File: config.mk
export PLATFORM = sky130hd
export DESIGN_NAME = weight_column_fetch
export DESIGN_NICKNAME = d
export VERILOG_FILES = /design/src/rtl/weight_column_fetch.sv
export SDC_FILE = /design/constraint.sdc
export NUM_CORES = 1
export LEC_CHECK = 0
export ABC_CLOCK_PERIOD_IN_PS = 2730
export BUFFER_PORTS_ARGS = -buffer_cell sky130_fd_sc_hd__buf_2
export CORE_MARGIN = 1
export CORE_UTILIZATION = 54
export DETAILED_ROUTE_END_ITERATION = 10
export PLACE_DENSITY = 0.94
export SYNTH_ARGS = -nofsm -noshare
export SYNTH_HDL_FRONTEND = slang
export SYNTH_HIERARCHICAL = 1
export SYNTH_SLANG_ARGS = --single-unit
export TNS_END_PERCENT = 50
File: constraint.sdc
create_clock -name clk_i -period 2.73 [get_ports clk_i]
set_input_delay 0 -clock clk_i [delete_from_list [all_inputs] [get_ports clk_i]]
set_output_delay 0 -clock clk_i [all_outputs]
set_load 0.01 [all_outputs]
File: src/rtl/weight_column_fetch.sv
// Weight column fetcher: reads one column (WEIGHT_ROWS elements) from the weight
// SRAM per handshake and presents it packed to the MAC stage; owns column sequencing.

module weight_column_fetch_slot #(
  parameter int DATA_WIDTH = 5,
  parameter int ROW_W      = 2,
  parameter int IDX        = 0
) (
  input  logic                  clk_i,
  input  logic                  reset_i,
  input  logic                  cap_i,
  input  logic [ROW_W-1:0]      row_i,
  input  logic [DATA_WIDTH-1:0] data_i,
  output logic [DATA_WIDTH-1:0] q_o
);
  logic [DATA_WIDTH-1:0] data_q;

  always_ff @(posedge clk_i or negedge reset_i) begin
    if (!reset_i)                                data_q <= '0;
    else if (cap_i && (row_i == ROW_W'(IDX)))    data_q <= data_i;
  end

  assign q_o = data_q;
endmodule

module weight_column_fetch #(
  parameter int WEIGHT_ROWS          = 4,
  parameter int WEIGHT_COLS          = 3,
  parameter int DATA_WIDTH           = 5,
  parameter int COUNTER_WEIGHT_WIDTH = $clog2(WEIGHT_COLS),
  parameter int ADDR_WIDTH           = $clog2(WEIGHT_ROWS*WEIGHT_COLS)
) (
  input  logic                              clk_i,
  input  logic                              reset_i,
  input  logic                              start_i,
  input  logic [COUNTER_WEIGHT_WIDTH-1:0]   weight_counter_i,
  output logic                              weight_cnt_en_o,
  output logic                              mem_read_en_o,
  output logic [ADDR_WIDTH-1:0]             mem_read_addr_o,
  input  logic [DATA_WIDTH-1:0]             mem_read_data_i,
  output logic [WEIGHT_ROWS*DATA_WIDTH-1:0] col_data_o,
  output logic                              col_valid_o,
  input  logic                              col_ready_i,
  output logic                              busy_o,
  output logic                              done_o
);
  localparam int ROW_W = (WEIGHT_ROWS > 1) ? $clog2(WEIGHT_ROWS) : 1;
  localparam logic [ROW_W-1:0]                ROW_LAST = ROW_W'(WEIGHT_ROWS-1);
  localparam logic [COUNTER_WEIGHT_WIDTH-1:0] COL_LAST = COUNTER_WEIGHT_WIDTH'(WEIGHT_COLS-1);

  typedef enum logic [1:0] {IDLE, READ, LAST, VALID} state_e;

  state_e                 state_q, state_d;
  logic [ROW_W-1:0]       row_q, row_d;
  logic                   rd_vld_q;
  logic [ROW_W-1:0]       rd_row_q;
  logic                   done_q, done_d;
  logic                   rd_en;
  logic                   handshake;
  logic [WEIGHT_ROWS-1:0][DATA_WIDTH-1:0] slot_data;

  assign handshake = (state_q == VALID) && col_ready_i;

  always_ff @(posedge clk_i or negedge reset_i) begin
    if (!reset_i) begin
      state_q  <= IDLE;
      row_q    <= '0;
      rd_vld_q <= 1'b0;
      rd_row_q <= '0;
      done_q   <= 1'b0;
    end else begin
      state_q  <= state_d;
      row_q    <= row_d;
      rd_vld_q <= rd_en;
      rd_row_q <= row_q;
      done_q   <= done_d;
    end
  end

  always_comb begin
    state_d = state_q;
    row_d   = row_q;
    rd_en   = 1'b0;
    done_d  = 1'b0;
    unique case (state_q)
      IDLE: begin
        if (start_i) begin
          state_d = READ;
          row_d   = '0;
        end
      end
      READ: begin
        rd_en = 1'b1;
        if (row_q == ROW_LAST) state_d = LAST;
        else                   row_d   = row_q + 1'b1;
      end
      LAST: state_d = VALID;
      VALID: begin
        if (handshake) begin
          if (weight_counter_i == COL_LAST) begin
            state_d = IDLE;
            done_d  = 1'b1;
          end else begin
            state_d = READ;
            row_d   = '0;
          end
        end
      end
      default: state_d = IDLE;
    endcase
  end

  // Data lands one cycle after its read strobe; the registered strobe/row pair
  // steers it into the matching slot, which also covers the LAST-state capture.
  for (genvar r = 0; r < WEIGHT_ROWS; r++) begin : g_slot
    weight_column_fetch_slot #(
      .DATA_WIDTH (DATA_WIDTH),
      .ROW_W      (ROW_W),
      .IDX        (r)
    ) u_slot (
      .clk_i   (clk_i),
      .reset_i (reset_i),
      .cap_i   (rd_vld_q),
      .row_i   (rd_row_q),
      .data_i  (mem_read_data_i),
      .q_o     (slot_data[r])
    );
  end

  assign mem_read_en_o   = rd_en;
  assign mem_read_addr_o = rd_en ? (ADDR_WIDTH'(weight_counter_i) * ADDR_WIDTH'(WEIGHT_ROWS)
                                    + ADDR_WIDTH'(row_q)) : '0;
  assign weight_cnt_en_o = handshake;
  assign col_data_o      = slot_data;
  assign col_valid_o     = (state_q == VALID);
  assign busy_o          = (state_q != IDLE);
  assign done_o          = done_q;
endmodule

==> impl_metrics.toml <==
[critical_path]
crit_path_max_incr_delay_ns = 0.48
r2r_slack_ns = 1.08
worstRegToRegCells = 5
setup_crit_path_kind = "flop to flop"
timing.critical_path.slowest_stage_cell = "sky130_fd_sc_hd__dfrtp_1"
worst_setup_path_end_kind = "flop"
crit_fanout = 10
critical_path_cell_by_cell = "inv_1 > ha_1 > a21oi_2 > nand4_2 > mux2_4"
worstPathArrival_ns = 1.87
setup.worst_path.start_class = "flop"
crit_required_ns = 2.95
timing.rr.end = "row_q[0]$_DFFE_PN0P_"
reg2reg_from = "state_q[1]$_DFFE_PN0P_"

[clock_tree]
cts_inserted_buffers = 3
clk_transition_reported_paths_ns = 0.14
clock_latency_ns = 0.31
number_of_h_tree_levels = 1
root_buffer = "sky130_fd_sc_hd__clkbuf_4"
post_cts.repair.setup_buffers = 0
clock_path_buffers = 2
cts_tree = "yes"
clock_sinks = 28
postCtsResizedCells = 0
postCtsHoldBufs = 8

[logic_synthesis]
ys_dominant_reg_cell = "sky130_fd_sc_hd__dfrtp_1"
yosysMostFrequentCell = "sky130_fd_sc_hd__dfrtp_1"
synth_top_area_share_pct = 53.4
synth_area_per_cell_um2 = 15.3
postSynthCellCount = 86
number_of_enable_flip_flop_cells_after_synthesis = 0
synth_top_area_cell = "sky130_fd_sc_hd__dfrtp_1"
yosys_register_bits = 28
post_synth_instance_area_um2 = 1310
synth.yosys.seq_area_share_pct = 53.4
synth_cell_types = 23
number_of_nets_in_the_synthesized_netlist = 104
synth.top_cells.by_area = "sky130_fd_sc_hd__dfrtp_1 (53%), sky130_fd_sc_hd__mux2_4 (13%), sky130_fd_sc_hd__mux2_2 (8.6%), sky130_fd_sc_hd__ha_1 (6.7%), sky130_fd_sc_hd__nand3b_4 (3.1%)"
yosys_warnings = 6
synth_common_cells = "sky130_fd_sc_hd__dfrtp_1 (28), sky130_fd_sc_hd__mux2_4 (11), sky130_fd_sc_hd__mux2_2 (10)"
async_reset_ff_share_pct = 100

[sta]
timing.fmax_mhz = 607
final.min_clock_period_ns = 1.65
hold_violations = 0
setup_viol_count_final = 0
max-slew-margin-rel_pct = 60.8
fraction_of_the_cycle_the_final_worst_path_needs_pct = 60.4
rsz0062_at_grt = "false"
worst_slew_pin_slew_ns = 0.589
timing_max_transition_violations_final = 0
finalClockSkew_ns = 0.00251
setup-tns-final_ns = 0

[power_and_ir_drop]
power_density_nw_per_um2 = 1100
vdd_ir_drop_max_uv = 655
power_leakage_uw = 0.000896

[floorplan]
die-area_um2 = 2630
core.rowCount = 17
io-pin-count = 40
dieWidth_um = 51.3
core_um2 = 2250
starting_density_of_the_core_pct = 58.2
die_h_um = 51.3

[job]
max_cap_viol_count = 0

[route]
routed_via_density = 5.12
postRouteWirelength_um = 2350
first_pass_iters = 4
detail_route.drc_violations = 0
vias = 844
route.antenna.remaining_nets = 0
drt_iter0_drc = 10
post_drt_wl_per_cell_um = 14.3

[grt]
grt_antenna_before_repair = 0
first_pass_grt_wire_length_um = 3880
gr-total-overflow = 0
total_grt_usage_pct = 20.3
grt_pass1_vias = 850
grt_start_max_net_pins = 29

[run_status]
status = "finished, final reports clean"

[place]
cell_count_after_placement = 153
place.port_buffers = 39
routability_cong = 0.685
place.detailed.hpwl_um = 1780
post_dp_cell_area_um2 = 1540

[worst_hold_path]
holdCritStartpoint = "weight_counter_i[1]"
min_delay_worst_endpoint = "row_q[1]$_DFFE_PN0P_"
hold_path_depth = 4
min_path_type = "input pin to flop"

[layout]
fill_cells = 160
final_cell_area_excluding_filler_cells_um2 = 1660
final_layout_size_suffix_gt1_share_pct = 55.5
num-nets-final = 156
instances_no_fill = 165
syn2layout_area_growth_pct = 26.4
num_antenna_cells = 0
routing by layer:
| metal | share of wire, % | GRT usage, % | routed length [um] |
|---|---|---|---|
| met2 | 48 | 34.4 | 1140 |
| met5 | 0 | 0 | 0 |
| met4 | 1.3 | 8.11 | 31 |
| met1 | 45 | 26.1 | 1060 |
| met3 | 5.3 | 2.98 | 124 |
through the flow:
step                util [%]  total power (uW)  setup WS, ns  hold WS (ns)
finish                  73.6              1830          1.08         0.127
global route            73.6              1950         0.976         0.158
CTS                     73.6              1850          1.06         0.123
detailed placement      68.4              1640          1.08        0.0395
global placement        68.4              1590          1.22        0.0284
floorplan                  -              1340          1.24        -0.296
cells by family (layout without fill, tap and decap cells):
group / after synthesis / after routing / synth area share, %
AOI/OAI and AO/OA: 4 / 4 / 2.67
adders and majority gates: 7 / 7 / 6.67
buffers and inverters: 5 / 56 / 1.43
DFF: 28 / 28 / 53.4
muxes: 23 / 23 / 22.8
and+or+nand+nor: 19 / 19 / 13.1
registers in the layout (all words and copies together) (netlist names):
signal,count
rd_row_q,2
rd_vld_q,1
done_o,1
row_q,2
g_slot.u_slot/q_o,20
state_q,2
layout by cell type, fill, tap and decap left out, drive strengths merged, types with 2 or more instances in the layout:
cell type,n
ha,7
nand3b,3
and2,4
dfrtp,28
nand2b,4
dlygate4sd3,8
nand3,2
clkbuf,4
buf,39
mux2,22
nand2,2
inv,5
worst max-delay path, delay by kind of cell, from the launching register on:
kind | cells | cell delay (ns)
flops | 1 | 0.48
compound gates | 1 | 0.19
buf+inv | 1 | 0.12
mux | 1 | 0.31
simple gates | 1 | 0.14
fa+ha+maj | 1 | 0.31
power breakdown:
part	switching (uW)	leakage, uW	total (uW)	internal [uW]
logic	386	0.000539	876	490
registers	152	0.000336	762	610
clock network	111	0.0000210	192	81.5
total	650	0.000896	1830	1180
how the worst max path moves through the flow:
| stage | startpoint | slack (ns) | endpoint | cells after the start |
|---|---|---|---|---|
| CTS | state_q[1]$_DFFE_PN0P_ | 1.06 | row_q[0]$_DFFE_PN0P_ | 5 |
| finish | state_q[1]$_DFFE_PN0P_ | 1.08 | row_q[0]$_DFFE_PN0P_ | 5 |
| global placement | state_q[1]$_DFFE_PN0P_ | 1.22 | row_q[0]$_DFFE_PN0P_ | 5 |
| detailed placement | state_q[1]$_DFFE_PN0P_ | 1.08 | row_q[0]$_DFFE_PN0P_ | 5 |
| floorplan | state_q[1]$_DFFE_PN0P_ | 1.24 | row_q[0]$_DFFE_PN0P_ | 5 |
| global route | state_q[1]$_DFFE_PN0P_ | 0.98 | row_q[0]$_DFFE_PN0P_ | 5 |
area by class of cell:
| type | count | area (um2) | share of cell area, % |
|---|---|---|---|
| clock buffer | 4 | 36.3 | 2.19 |
| inverter | 5 | 18.8 | 1.13 |
| multi-input combinational | 53 | 593 | 35.7 |
| sequential | 28 | 701 | 42.2 |
| timing repair buffer | 47 | 275 | 16.6 |
| tap | 28 | 35.0 | 2.11 |
(Power assumes the default switching activity.)
